<file path="src/rtl/cv32e40x_fencei_sequencer_if.sv">
// Handshake bundle between the controller FSM, the LSU and the system flush
// pins on one side and the fence.i sequencer on the other.
interface cv32e40x_fencei_sequencer_if #(
  parameter int CNT_W = 16
);
  logic             start_i;
  logic             kill_i;
  logic             lsu_bus_busy_i;
  logic             fencei_flush_req_o;
  logic             fencei_flush_ack_i;
  logic             busy_o;
  logic             done_o;
  logic [CNT_W-1:0] cycle_cnt_o;

  modport master (
    output start_i, kill_i, lsu_bus_busy_i, fencei_flush_ack_i,
    input  fencei_flush_req_o, busy_o, done_o, cycle_cnt_o
  );

  modport slave (
    input  start_i, kill_i, lsu_bus_busy_i, fencei_flush_ack_i,
    output fencei_flush_req_o, busy_o, done_o, cycle_cnt_o
  );
endinterface

</file>
<file path="src/rtl/cv32e40x_fencei_sequencer.sv">
// fence.i sequencer: drains the data bus, runs the flush req/ack handshake,
// pulses done and records the flush latency in a saturating counter.
module cv32e40x_fencei_sequencer #(
  parameter int CNT_W = 16
) (
  input  logic                         clk,
  input  logic                         rst,
  cv32e40x_fencei_sequencer_if.slave   seq_if
);

  typedef enum logic [1:0] {
    IDLE  = 2'b00,
    DRAIN = 2'b01,
    FLUSH = 2'b10,
    DONE  = 2'b11
  } state_e;

  localparam logic [CNT_W-1:0] CNT_ONE = {{(CNT_W-1){1'b0}}, 1'b1};
  localparam logic [CNT_W-1:0] CNT_MAX = {CNT_W{1'b1}};

  state_e           state_q;
  state_e           state_d;
  logic [CNT_W-1:0] cnt_q;
  logic [CNT_W-1:0] cnt_d;

  always_ff @(posedge clk) begin
    if (rst) begin
      state_q <= IDLE;
      cnt_q   <= {CNT_W{1'b0}};
    end else begin
      state_q <= state_d;
      cnt_q   <= cnt_d;
    end
  end

  always_comb begin
    state_d = state_q;
    cnt_d   = cnt_q;

    case (state_q)
      IDLE: begin
        if (seq_if.start_i && !seq_if.kill_i) begin
          state_d = seq_if.lsu_bus_busy_i ? DRAIN : FLUSH;
        end else begin
          state_d = IDLE;
        end
      end
      DRAIN: begin
        if (seq_if.kill_i) begin
          state_d = IDLE;
        end else if (!seq_if.lsu_bus_busy_i) begin
          state_d = FLUSH;
        end else begin
          state_d = DRAIN;
        end
      end
      // Once the request is up it stays up until ack; kill is not honoured.
      FLUSH: begin
        if (seq_if.fencei_flush_ack_i) begin
          state_d = DONE;
        end else begin
          state_d = FLUSH;
        end
      end
      DONE:    state_d = IDLE;
      default: state_d = IDLE;
    endcase

    // The accepting edge both clears and counts itself, hence the load of 1.
    if ((state_q == IDLE) && (state_d != IDLE)) begin
      cnt_d = CNT_ONE;
    end else if ((state_d != IDLE) && (cnt_q != CNT_MAX)) begin
      cnt_d = cnt_q + CNT_ONE;
    end else begin
      cnt_d = cnt_q;
    end
  end

  assign seq_if.fencei_flush_req_o = (state_q == FLUSH);
  assign seq_if.done_o             = (state_q == DONE);
  assign seq_if.busy_o             = (state_q != IDLE);
  assign seq_if.cycle_cnt_o        = cnt_q;

endmodule

</file>
<file path="src/flat_wrapper.sv">
// flat-port wrapper written by rule: the top's interface ports become plain ports
module cv32e40x_fencei_sequencer_flat 
#(
  parameter int CNT_W = 16
)
  (clk, rst, seq_if_start_i, seq_if_kill_i, seq_if_lsu_bus_busy_i, seq_if_fencei_flush_ack_i, seq_if_fencei_flush_req_o, seq_if_busy_o, seq_if_done_o, seq_if_cycle_cnt_o);
  cv32e40x_fencei_sequencer_if #(.CNT_W(CNT_W)) seq_if_i ();
  input  logic clk;
  input  logic rst;
  input wire logic [$bits(seq_if_i.start_i)-1:0] seq_if_start_i;
  input wire logic [$bits(seq_if_i.kill_i)-1:0] seq_if_kill_i;
  input wire logic [$bits(seq_if_i.lsu_bus_busy_i)-1:0] seq_if_lsu_bus_busy_i;
  input wire logic [$bits(seq_if_i.fencei_flush_ack_i)-1:0] seq_if_fencei_flush_ack_i;
  output wire logic [$bits(seq_if_i.fencei_flush_req_o)-1:0] seq_if_fencei_flush_req_o;
  output wire logic [$bits(seq_if_i.busy_o)-1:0] seq_if_busy_o;
  output wire logic [$bits(seq_if_i.done_o)-1:0] seq_if_done_o;
  output wire logic [$bits(seq_if_i.cycle_cnt_o)-1:0] seq_if_cycle_cnt_o;
  assign seq_if_i.start_i = seq_if_start_i;
  assign seq_if_i.kill_i = seq_if_kill_i;
  assign seq_if_i.lsu_bus_busy_i = seq_if_lsu_bus_busy_i;
  assign seq_if_i.fencei_flush_ack_i = seq_if_fencei_flush_ack_i;
  assign seq_if_fencei_flush_req_o = seq_if_i.fencei_flush_req_o;
  assign seq_if_busy_o = seq_if_i.busy_o;
  assign seq_if_done_o = seq_if_i.done_o;
  assign seq_if_cycle_cnt_o = seq_if_i.cycle_cnt_o;
  cv32e40x_fencei_sequencer #(.CNT_W(CNT_W)) u_core (.clk(clk), .rst(rst), .seq_if(seq_if_i));
endmodule
</file>
<file path="config.mk">
export PLATFORM = sky130hd
export DESIGN_NAME = cv32e40x_fencei_sequencer_flat
export DESIGN_NICKNAME = d
export VERILOG_FILES = /design/src/rtl/cv32e40x_fencei_sequencer_if.sv /design/src/rtl/cv32e40x_fencei_sequencer.sv /design/src/flat_wrapper.sv
export SDC_FILE = /design/constraint.sdc
export NUM_CORES = 1
export LEC_CHECK = 0
export BUFFER_PORTS_ARGS = -buffer_cell sky130_fd_sc_hd__buf_2
export CAP_MARGIN = 20
export CORE_MARGIN = 5
export CORE_UTILIZATION = 45
export CTS_CLUSTER_DIAMETER = 200
export DETAILED_ROUTE_END_ITERATION = 7
export PLACE_DENSITY = 0.71
export SLEW_MARGIN = 15
export SYNTH_ARGS = -nofsm -noshare
export SYNTH_HDL_FRONTEND = slang
export SYNTH_SLANG_ARGS = --single-unit
</file>
<file path="constraint.sdc">
create_clock -name clk -period 3.9 [get_ports clk]
set_input_delay 0.195 -clock clk [delete_from_list [all_inputs] [get_ports clk]]
set_output_delay 0.195 -clock clk [all_outputs]
set_load 0.05 [all_outputs]
</file>
==> reports/metrics.csv, run 1 <==
stage;metric;value;unit
timing;final hold vios;0;
setup_path;startpoint types;flip-flop;
setup_path;Crit. End Element;flip-flop;
floorplanning;# IOs;25;
grt;vias in the first global route;995;
clock_network;H-tree levels;1;
final_layout;synth-to-layout area growth;15.5;%
timing;Highest Clock Rate;0.562;GHz
placement;final RePlAce weighted congestion;0.890;
timing;RSZ-0062 raised after global routing;false;
detailed_routing;drt pass-1 iters;4;
timing;Max transition margin;54.5;%
floorplanning;number of core rows;17;
clock_network;Root Buffer;clkbuf_4;
timing;Final min period;1780;ps
final_layout;share of cells above drive strength 1;30.0;%
final_layout;post-route cell area;1180;µm²
clock_network;CTS sink count;18;
clock_network;post-CTS setup buffers;0;
floorplanning;core area;2190;µm²
run_status;outcome;completed;
detailed_routing;Avg WL per Cell;14.3;µm
power;PwrDens;297;nW/µm²
setup_path;worst path required time;4150;ps
final_layout;most common cell after layout, fill and taps aside;buf_2;
logic_synthesis;sequential area share after synthesis;35.3;%
logic_synthesis;Yosys top cell area share;35.3;%
final_layout;Layout Nets;148;
detailed_routing;DRT Wirelength;2410;µm
hold_path;HP Start;rst;
floorplanning;die area;3320;µm²
power;Total Power;0.000350;W
timing;Tightest Pin Transition;673;ps
final_layout;Antenna Cells;0;
clock_network;CTS Hold Bufs;0;
floorplanning;Die X;57.7;µm
grt;initial antenna violation count;0;
logic_synthesis;post-synth top area cell;dfxtp_1;
detailed_routing;vias per inst;6.04;
logic_synthesis;syn_nets;123;
clock_network;TritonCTS clock tree;yes;
setup_path;Critical Path AT;2030;ps
placement;Port Buffers;24;
logic_synthesis;synthesized cell area;1020;µm²
detailed_routing;post-route ant nets;0;
power;VDD IR-drop max;177;µV
clock_network;PostCTS Resize Cnt;0;
timing;Final TNS setup;0;ps
timing;Hold WS;117;ps
floorplanning;Initial Utilization;46.7;%
clock_network;CTS buffer count;3;
placement;pre-CTS setup slack;2160;ps
setup_path;R2R Path Start;u_core.seq_if.cycle_cnt_o[0]$_SDFFE_PP0P_;
final_layout;commonest non-fill, non-tap cells in the layout;buf_2 (24), dfxtp_1 (18), a21oi_1 (12);
timing;pins over their slew limit;0;
logic_synthesis;Ys Warns;0;
logic_synthesis;Yosys cell types;35;
timing;Final Cycle Share;45.6;%
grt;largest net degree at the start of global routing;14;
grt;gr usage total;15.6;%
run;number of max-cap violations;0;
timing;clk_skew;10.0;ps
logic_synthesis;Synth area leaders;dfxtp_1 (35%), a21oi_1 (5.9%), o31ai_1 (5.9%);
detailed_routing;vias;1015;
logic_synthesis;Mapped Cells;116;
placement;Placed Area;1140;µm²
logic_synthesis;Avg Synthesized Cell Area;8.81;µm²
clock_network;Worst-path clk slew;110;ps
power;Pleak;0.427;nW
hold_path;class of the worst hold path;in2reg;
logic_synthesis;Yosys reg bits;18;
timing;Final Setup Violations;0;
detailed_routing;drt drc;0;
placement;hpwl dp;1780;µm
setup_path;critical path class;reg2reg;
clock_network;clk_lat worst skew;300;ps
setup_path;CP max FO;9;
detailed_routing;initial drt markers;39;
floorplanning;chip height;57.7;µm
setup_path;Critical path origin;u_core.seq_if.cycle_cnt_o[0]$_SDFFE_PP0P_;
grt;first-pass GRT wire length;4220;µm
clock_network;Bufs on Longest Clock Path;2;
timing;PnR worst setup slack;2120;ps
grt;grt ovf;0;
## routing by layer
layer	GRT usage [%]	part of all wire, %	up-vias	wire (µm)
li1	-	-	504	-
met1	19.8	47	473	1120
met2	25.3	45	33	1090
met3	2.90	6.3	5	151
met4	7.62	1.8	0	43
met5	0	0	-	0
## per-stage QoR
step | instances | util, %
4_1_cts | 168 | 53.9
5_1_grt | 168 | 53.9
2_1_floorplan | 116 | -
3_5_place_dp | 164 | 52.3
3_3_place_gp | 164 | 52.3
6_report | 168 | 53.9
## kinds of logic (layout without fill, tap and decap cells)
family / Yosys count / in the layout / synth area share [%]
multiplexers: 1 / 1 / 0.979
AO/OA/AOI/OAI: 38 / 38 / 27.4
AND/OR/NAND/NOR: 49 / 49 / 30.1
buffers and inverters: 9 / 33 / 5.02
flip-flops: 18 / 18 / 35.3
adder cells (fa/ha/maj): 1 / 1 / 1.22
## final timing paths
path / to / slack, ps / cells past startpoint
setup / recovery: u_core.seq_if.cycle_cnt_o[3]$_SDFFE_PP0P_ / 2120 / 5
hold / removal: u_core.seq_if.cycle_cnt_o[0]$_SDFFE_PP0P_ / 120 / 2
setup reg to reg: u_core.seq_if.cycle_cnt_o[3]$_SDFFE_PP0P_ / 2120 / 5
hold reg to reg: u_core.seq_if.cycle_cnt_o[5]$_SDFFE_PP0P_ / 510 / 2
## layout make-up
| cell class | instances | area, µm² |
|---|---|---|
| repair buffers | 24 | 120 |
| fillers | 223 | 1010 |
| flip-flops and latches | 18 | 360 |
| multi-input cells | 89 | 611 |
| well taps | 28 | 35.0 |
| clock buffers | 4 | 36.3 |
| inverters | 5 | 18.8 |
## state kept, by name (all words and copies together) (netlist names)
signal,count
u_core.seq_if.cycle_cnt_o,16
u_core.state_q,2
## synth_stat cells (all sizes together)
cell and n:
dfxtp 18, a21oi 14, nand3 8, o21ai 8, o31ai 8, or4 8
nand2 7, or3 6, inv 5, nand4 5, and4 4, buf 4
nor2 3, nor3 3, o2111ai 2, or2 2, a31oi 1, a32oi 1
and2 1, and3 1, ha 1, mux2i 1, nor4b 1, o21a 1
o21ba 1, o21bai 1, o311a 1
## worst max-delay path, cell delays in order, from the launching register on
cell     delay [ps]
dfxtp_1         360
ha_1            290
and4_1          250
and4_4          180
or4_4           490
a21oi_2         150
## report_power, final
group          switching [W]  internal (W)
Sequential        0.00000467      0.000187
Clock              0.0000613     0.0000570
Combinational      0.0000289     0.0000119
Total              0.0000949      0.000256
Power figures use the tool's default switching activity.
==> run 2: changes to the inputs <==
--- a/config.mk
+++ b/config.mk
@@ -5,13 +5,14 @@
 export SDC_FILE = /design/constraint.sdc
 export NUM_CORES = 1
 export LEC_CHECK = 0
+export ABC_AREA = 1
 export BUFFER_PORTS_ARGS = -buffer_cell sky130_fd_sc_hd__buf_2
 export CAP_MARGIN = 20
 export CORE_MARGIN = 5
 export CORE_UTILIZATION = 45
 export CTS_CLUSTER_DIAMETER = 200
 export DETAILED_ROUTE_END_ITERATION = 7
-export PLACE_DENSITY = 0.71
+export PLACE_DENSITY = 0.73
 export SLEW_MARGIN = 15
 export SYNTH_ARGS = -nofsm -noshare
 export SYNTH_HDL_FRONTEND = slang
==> constraint.sdc (replaced) <==
create_clock -name clk -period 1.6 [get_ports clk]
set_input_delay 0.08 -clock clk [delete_from_list [all_inputs] [get_ports clk]]
set_output_delay 0.08 -clock clk [all_outputs]
set_load 0.05 [all_outputs]
==> reports/metrics.csv, run 2 <==
stage;metric;value;unit;change
setup_path;Slowest Stage Delay on Critical Path;390;ps;was 490 ps
floorplanning;number of core rows;18;;was 17
clock_network;CTS sink count;18;;unchanged
clock_network;H-tree levels;1;;unchanged
final_layout;Filler cells;250;;was 223
power;PwrDens;712;nW/µm²;was 297 nW/µm²
timing;Final Setup Violations;0;;unchanged
logic_synthesis;Yosys cell types;24;;was 35
logic_synthesis;synthesized cell area;1140;µm²;was 1020 µm²
detailed_routing;drt pass-1 iters;4;;unchanged
floorplanning;Initial Utilization;46.4;%;was 46.7%
logic_synthesis;Synth Flop Type;dfxtp_1;;unchanged
grt;grt ovf;0;;unchanged
detailed_routing;initial drt markers;70;;was 39
final_layout;synth-to-layout area growth;21.6;%;was 15.5%
hold_path;class of the worst hold path;in2reg;;unchanged
timing;Final min period;1500;ps;was 1780 ps
placement;hpwl dp;2040;µm;was 1780 µm
clock_network;Root Buffer;clkbuf_4;;unchanged
floorplanning;die area;3640;µm²;was 3320 µm²
setup_path;Critical Path AT;1740;ps;was 2030 ps
logic_synthesis;number of synthesized flops with an enable pin;0;;unchanged
logic_synthesis;top post-synthesis cells by count;nand2_1 (53), nor2_1 (22), dfxtp_1 (18);;was dfxtp_1 (18), a21oi_1 (12), nand3_1 (8), o31ai_1 (8), o21ai_0 (7)
logic_synthesis;Yosys top cell area share;31.6;%;was 35.3%
floorplanning;chip height;60.3;µm;was 57.7 µm
grt;largest net degree at the start of global routing;15;;was 14
floorplanning;# IOs;25;;unchanged
logic_synthesis;Synth area leaders;dfxtp_1 (32%), nand2_1 (17%), a21oi_2 (7.7%);;was dfxtp_1 (35%), a21oi_1 (5.9%), o31ai_1 (5.9%)
logic_synthesis;ys async rst share;0;%;unchanged
final_layout;max reg flops;16;;unchanged
clock_network;TritonCTS clock tree;yes;;unchanged
logic_synthesis;post-synth top area cell;dfxtp_1;;unchanged
grt;vias in the first global route;1017;;was 995
detailed_routing;post-route ant nets;0;;unchanged
setup_path;Crit. End Element;flip-flop;;unchanged
setup_path;CP delay by family, top;simple AND/OR/NAND/NOR gates;;unchanged
run_status;outcome;completed;;unchanged
final_layout;commonest non-fill, non-tap cells in the layout;nand2_1 (53), buf_2 (24), nor2_1 (21);;was buf_2 (24), dfxtp_1 (18), a21oi_1 (12)
detailed_routing;DRT Wirelength;2730;µm;was 2410 µm
detailed_routing;Avg WL per Cell;12.0;µm;was 14.3 µm
setup_path;critical path class;reg2reg;;unchanged
timing;Final TNS setup;0;ps;unchanged
timing;Max transition margin;75.1;%;was 54.5%
logic_synthesis;Yosys reg bits;18;;unchanged
logic_synthesis;sequential area share after synthesis;31.6;%;was 35.3%
final_layout;Antenna Cells;0;;unchanged
clock_network;clk_lat worst skew;300;ps;about the same
logic_synthesis;Mapped Cells;167;;was 116
final_layout;most common cell after layout, fill and taps aside;nand2_1;;was buf_2
setup_path;CP cell instances;ha_4, nand3_2, nor2_4, nand4_2, nand2_4, buf_4, nand2_1, a21oi_2;;was ha_1, and4_1, and4_4, or4_4, a21oi_2
logic_synthesis;Ys Warns;0;;unchanged
timing;pins over their slew limit;0;;unchanged
clock_network;Bufs on Longest Clock Path;2;;unchanged
floorplanning;core area;2450;µm²;was 2190 µm²
setup_path;startpoint types;flip-flop;;unchanged
setup_path;worst path required time;1840;ps;was 4150 ps
final_layout;Layout Nets;206;;was 148
timing;Final Cycle Share;93.6;%;was 45.6%
setup_path;worst path bufs/invs;1;;was 0
timing;Highest Clock Rate;0.668;GHz;was 0.562 GHz
detailed_routing;drt drc;0;;unchanged
setup_path;slowest CP cell;dfxtp_4;;was or4_4
final_layout;Final Non-Filler Cells;228;;was 168
timing;clk_skew;2.51;ps;was 10.0 ps
clock_network;CTS buffer count;3;;unchanged
power;Total Power;0.000986;W;was 0.000350 W
placement;Port Buffers;24;;unchanged
run;number of max-cap violations;0;;unchanged
floorplanning;Die X;60.3;µm;was 57.7 µm
grt;gr usage total;15.4;%;was 15.6%
detailed_routing;vias per inst;5.02;;was 6.04
grt;initial antenna violation count;0;;unchanged
placement;DP Cell Count;219;;was 164
power;Pleak;0.603;nW;was 0.427 nW
detailed_routing;vias;1145;;was 1,015
logic_synthesis;most numerous cell in the Yosys netlist;nand2_1;;was dfxtp_1
timing;final hold vios;0;;unchanged
setup_path;CP max FO;7;;was 9
logic_synthesis;Avg Synthesized Cell Area;6.82;µm²;was 8.81 µm²
final_layout;post-route cell area;1390;µm²;was 1180 µm²
placement;Placed Area;1300;µm²;was 1140 µm²
timing;Tightest Pin Transition;371;ps;was 673 ps
placement;final RePlAce weighted congestion;0.888;;was 0.890
setup_path;R2R setup slack;100;ps;was 2120 ps
power;VDD IR-drop max;431;µV;was 177 µV
final_layout;share of cells above drive strength 1;37.4;%;was 30.0%
grt;first-pass GRT wire length;4280;µm;was 4220 µm
clock_network;Worst-path clk slew;110;ps;about the same
logic_synthesis;syn_nets;174;;was 123
-- run 2: cell count changes in the layout (fill, tap and decap cells not counted), moves of 8 or more --
cell	previous run	this run
nand2_1	6	53
nor2_1	3	21
dfxtp_1	18	4
dfxtp_2	0	12
xor2_1	0	9
a21oi_2	2	10
o31ai_1	8	0
-- run 2: cell families (layout without fill, tap and decap cells) --
kind of cell    Yosys count  count (layout)  synth area share, %
simple gates            100             100                 39.1
compound gates           18              18                 11.2
flops                    18              18                 31.6
buf+inv                  19              50                 8.46
fa+ha+maj                 1               1                 1.10
xor+xnor                 11              11                 8.46
-- run 2: area by class of cell --
type | instances | area, µm² | area share (%)
Multi-Input combinational cell | 130 | 697 | 50.3
Sequential cell | 18 | 383 | 27.6
Timing Repair Buffer | 30 | 168 | 12.1
Inverter | 16 | 63.8 | 4.61
Tap cell | 30 | 37.5 | 2.71
Clock buffer | 4 | 36.3 | 2.62
-- run 2: what timing repair did --
| action | in CTS | in global routing |
|---|---|---|
| hold buffers | 1 | 0 |
| buffers inserted | 0 | 4 |
| endpoints found under the setup margin | 0 | 13 |
| gates resized for setup | 0 | 2 |
| endpoints found under the hold margin | 3 | 0 |
-- run 2: tightest hold or removal path: stages --
cell     delay [ps]
buf_2            80
nand3_1          70
nand2_1          60
nor2_1           50
nor2_1           70
-- run 2: routing by layer --
metal	track usage [%]	vias to the layer above	wire length (µm)
li1	-	587	-
met1	19.8	513	1190
met2	26.1	32	1320
met3	1.94	13	155
met4	6.01	0	59
met5	0	-	0
-- run 2: through the flow --
| stage | worst slack [ps] | utilization, % | hold slack (ps) |
|---|---|---|---|
| floorplan | 20.3 | - | 139 |
| CTS | 29.8 | 54.9 | 136 |
| finish | 102 | 56.4 | 142 |
| global placement | 111 | 53.1 | 284 |
| detailed placement | 53.3 | 53.1 | 296 |
| global route | -6.66 | 56.4 | 168 |
-- run 2: final timing paths --
path	depth (start not counted)	end	start
setup reg to reg	8	u_core.seq_if.cycle_cnt_o[4]$_SDFFE_PP0P_	u_core.seq_if.cycle_cnt_o[0]$_SDFFE_PP0P_
hold / removal	5	u_core.state_q[0]$_SDFF_PP0_	seq_if_fencei_flush_ack_i
setup / recovery	8	u_core.seq_if.cycle_cnt_o[4]$_SDFFE_PP0P_	u_core.seq_if.cycle_cnt_o[0]$_SDFFE_PP0P_
hold reg to reg	2	u_core.seq_if.cycle_cnt_o[14]$_SDFFE_PP0P_	u_core.seq_if.cycle_cnt_o[14]$_SDFFE_PP0P_
-- run 2: where the power goes --
part | internal [W] | switching (W) | leakage, nW
combinational | 0.0000674 | 0.000148 | 0.429
sequential | 0.000461 | 0.0000153 | 0.153
clock | 0.000139 | 0.000155 | 0.0210
==> run 3: changes to the inputs <==
--- a/config.mk
+++ b/config.mk
@@ -8,6 +8,7 @@
 export ABC_AREA = 1
 export BUFFER_PORTS_ARGS = -buffer_cell sky130_fd_sc_hd__buf_2
 export CAP_MARGIN = 20
+export CORE_ASPECT_RATIO = 1.1
 export CORE_MARGIN = 5
 export CORE_UTILIZATION = 45
 export CTS_CLUSTER_DIAMETER = 200
==> reports/metrics.csv, run 3 (synthesis results as in run 2) <==
stage;metric;value;unit;change
clock_network;Root Buffer;clkbuf_4;;unchanged
timing;Final Cycle Share;94.8;%;was 93.6%
run_status;outcome;completed;;unchanged
clock_network;CTS sink count;18;;unchanged
setup_path;r2r endpoint;u_core.seq_if.cycle_cnt_o[11]$_SDFFE_PP0P_;;was u_core.seq_if.cycle_cnt_o[4]$_SDFFE_PP0P_
timing;Final min period;1520;ps;was 1500 ps
floorplanning;# IOs;25;;unchanged
grt;vias in the first global route;1068;;was 1,017
placement;Placed Area;1310;µm²;was 1300 µm²
detailed_routing;initial drt markers;79;;was 70
setup_path;R2R setup slack;80;ps;was 100 ps
timing;Highest Clock Rate;0.660;GHz;was 0.668 GHz
final_layout;FF/Latch Area;384;µm²;was 383 µm²
setup_path;critical path class;reg2reg;;unchanged
grt;grt ovf;0;;unchanged
final_layout;synth-to-layout area growth;21.5;%;was 21.6%
grt;largest net degree at the start of global routing;15;;unchanged
grt;initial antenna violation count;0;;unchanged
placement;pre-CTS setup slack;55.0;ps;was 53.3 ps
power;VDD IR-drop max;617;µV;was 431 µV
power;PwrDens;711;nW/µm²;was 712 nW/µm²
timing;Max transition margin;74.7;%;was 75.1%
detailed_routing;vias per inst;5.08;;was 5.02
timing;clk_skew;3.72;ps;was 2.51 ps
final_layout;Filler cells;247;;was 250
setup_path;worst path required time;1850;ps;was 1840 ps
final_layout;post-route cell area;1380;µm²;was 1390 µm²
final_layout;commonest non-fill, non-tap cells in the layout;nand2_1 (53), buf_2 (24), nor2_1 (21);;unchanged
power;Pleak;0.609;nW;was 0.603 nW
clock_network;TritonCTS clock tree;yes;;unchanged
hold_path;class of the worst hold path;in2reg;;unchanged
detailed_routing;DRT Wirelength;2740;µm;was 2730 µm
placement;final RePlAce weighted congestion;0.848;;was 0.888
floorplanning;core area;2470;µm²;was 2450 µm²
floorplanning;number of core rows;19;;was 18
final_layout;Layout Nets;206;;unchanged
setup_path;R2R Path Start;u_core.seq_if.cycle_cnt_o[0]$_SDFFE_PP0P_;;unchanged
timing;pins over their slew limit;0;;unchanged
timing;Tightest Pin Transition;377;ps;was 371 ps
final_layout;share of cells above drive strength 1;37.4;%;unchanged
clock_network;Bufs on Longest Clock Path;2;;unchanged
final_layout;Antenna Cells;0;;unchanged
floorplanning;die area;3640;µm²;about the same
final_layout;most common cell after layout, fill and taps aside;nand2_1;;unchanged
timing;Final Setup Violations;0;;unchanged
placement;Port Buffers;24;;unchanged
floorplanning;Initial Utilization;46.1;%;was 46.4%
setup_path;worst setup path endpoint;u_core.seq_if.cycle_cnt_o[11]$_SDFFE_PP0P_;;was u_core.seq_if.cycle_cnt_o[4]$_SDFFE_PP0P_
detailed_routing;drt pass-1 iters;4;;unchanged
clock_network;clk_lat worst skew;300;ps;about the same
timing;final hold vios;0;;unchanged
final_layout;max reg flops;16;;unchanged
setup_path;CP max FO;8;;was 7
detailed_routing;drt drc;0;;unchanged
setup_path;worst-case reg-to-reg path depth;8;;unchanged
floorplanning;chip height;62.8;µm;was 60.3 µm
setup_path;startpoint types;flip-flop;;unchanged
placement;hpwl dp;2090;µm;was 2040 µm
run;number of max-cap violations;0;;unchanged
timing;PnR worst setup slack;83.7;ps;was 102 ps
detailed_routing;vias;1163;;was 1,145
detailed_routing;post-route ant nets;0;;unchanged
setup_path;Crit. End Element;flip-flop;;unchanged
detailed_routing;Avg WL per Cell;12.0;µm;about the same
setup_path;Critical Path AT;1760;ps;was 1740 ps
clock_network;H-tree levels;1;;unchanged
clock_network;CTS buffer count;3;;unchanged
floorplanning;Die X;58.0;µm;was 60.3 µm
clock_network;Worst-path clk slew;110;ps;about the same
grt;gr usage total;16.2;%;was 15.4%
grt;first-pass GRT wire length;4750;µm;was 4280 µm
final_layout;footprint of the multi-input gates;697;µm²;unchanged
setup_path;Critical path origin;u_core.seq_if.cycle_cnt_o[0]$_SDFFE_PP0P_;;unchanged
==> run 3: report_power, final <==
| group | switching, W | internal [W] | leakage [nW] |
|---|---|---|---|
| Sequential | 0.0000157 | 0.000461 | 0.154 |
| Combinational | 0.000149 | 0.0000650 | 0.434 |
| Clock | 0.000154 | 0.000139 | 0.0210 |
| Total | 0.000319 | 0.000665 | 0.609 |
==> run 3: layout make-up <==
class,instances,area share [%]
Clock buffer,4,2.62
Tap cell,31,2.80
Inverter,16,4.34
Multi-Input combinational cell,130,50.4
Sequential cell,18,27.8
Timing Repair Buffer,30,12.1
==> run 3: how the worst min path moves through the flow <==
stage / from / endpoint / cells past startpoint
after floorplan: rst / u_core.seq_if.cycle_cnt_o[0]$_SDFFE_PP0P_ / 1
after global placement: rst / u_core.seq_if.cycle_cnt_o[0]$_SDFFE_PP0P_ / 2
after detailed placement: rst / u_core.seq_if.cycle_cnt_o[0]$_SDFFE_PP0P_ / 2
after CTS: seq_if_fencei_flush_ack_i / u_core.state_q[0]$_SDFF_PP0_ / 5
after global routing: seq_if_fencei_flush_ack_i / u_core.state_q[0]$_SDFF_PP0_ / 5
final: seq_if_fencei_flush_ack_i / u_core.state_q[0]$_SDFF_PP0_ / 5
==> run 3: repair_timing <==
item / CTS / global route
gates resized for setup: 0 / 2
setup buffers: 0 / 3
endpoints found under the setup margin: 0 / 14
hold buffers: 1 / 0
hold endpoints to repair: 3 / 0
==> run 3: metal layers <==
| metal | vias up | track usage, % | share of wire (%) |
|---|---|---|---|
| met5 | - | 0 | 0 |
| li1 | 590 | - | - |
| met3 | 7 | 2.89 | 4.7 |
| met1 | 534 | 20.0 | 43 |
| met4 | 0 | 5.22 | 1.8 |
| met2 | 32 | 27.8 | 50 |
==> run 3: per-stage QoR <==
step	util, %	total power, W	hold WS, ps	cells	TNS [ps]
final	56.0	0.000984	129	229	0
after global routing	56.0	0.00103	227	229	-46.3
after CTS	54.9	0.000980	135	226	0
after detailed placement	53.0	0.000685	298	221	0
after global placement	53.0	0.000676	283	221	0
after floorplan	-	0.000654	139	167	0
==> run 3: worst max-delay path: stages (launching register included) <==
cell     delay, ps
dfxtp_4        390
ha_4           160
nand3_2        130
nor2_4         150
nand4_2        120
nand2_4        120
buf_4          170
nand2_1         80
a21oi_2        130
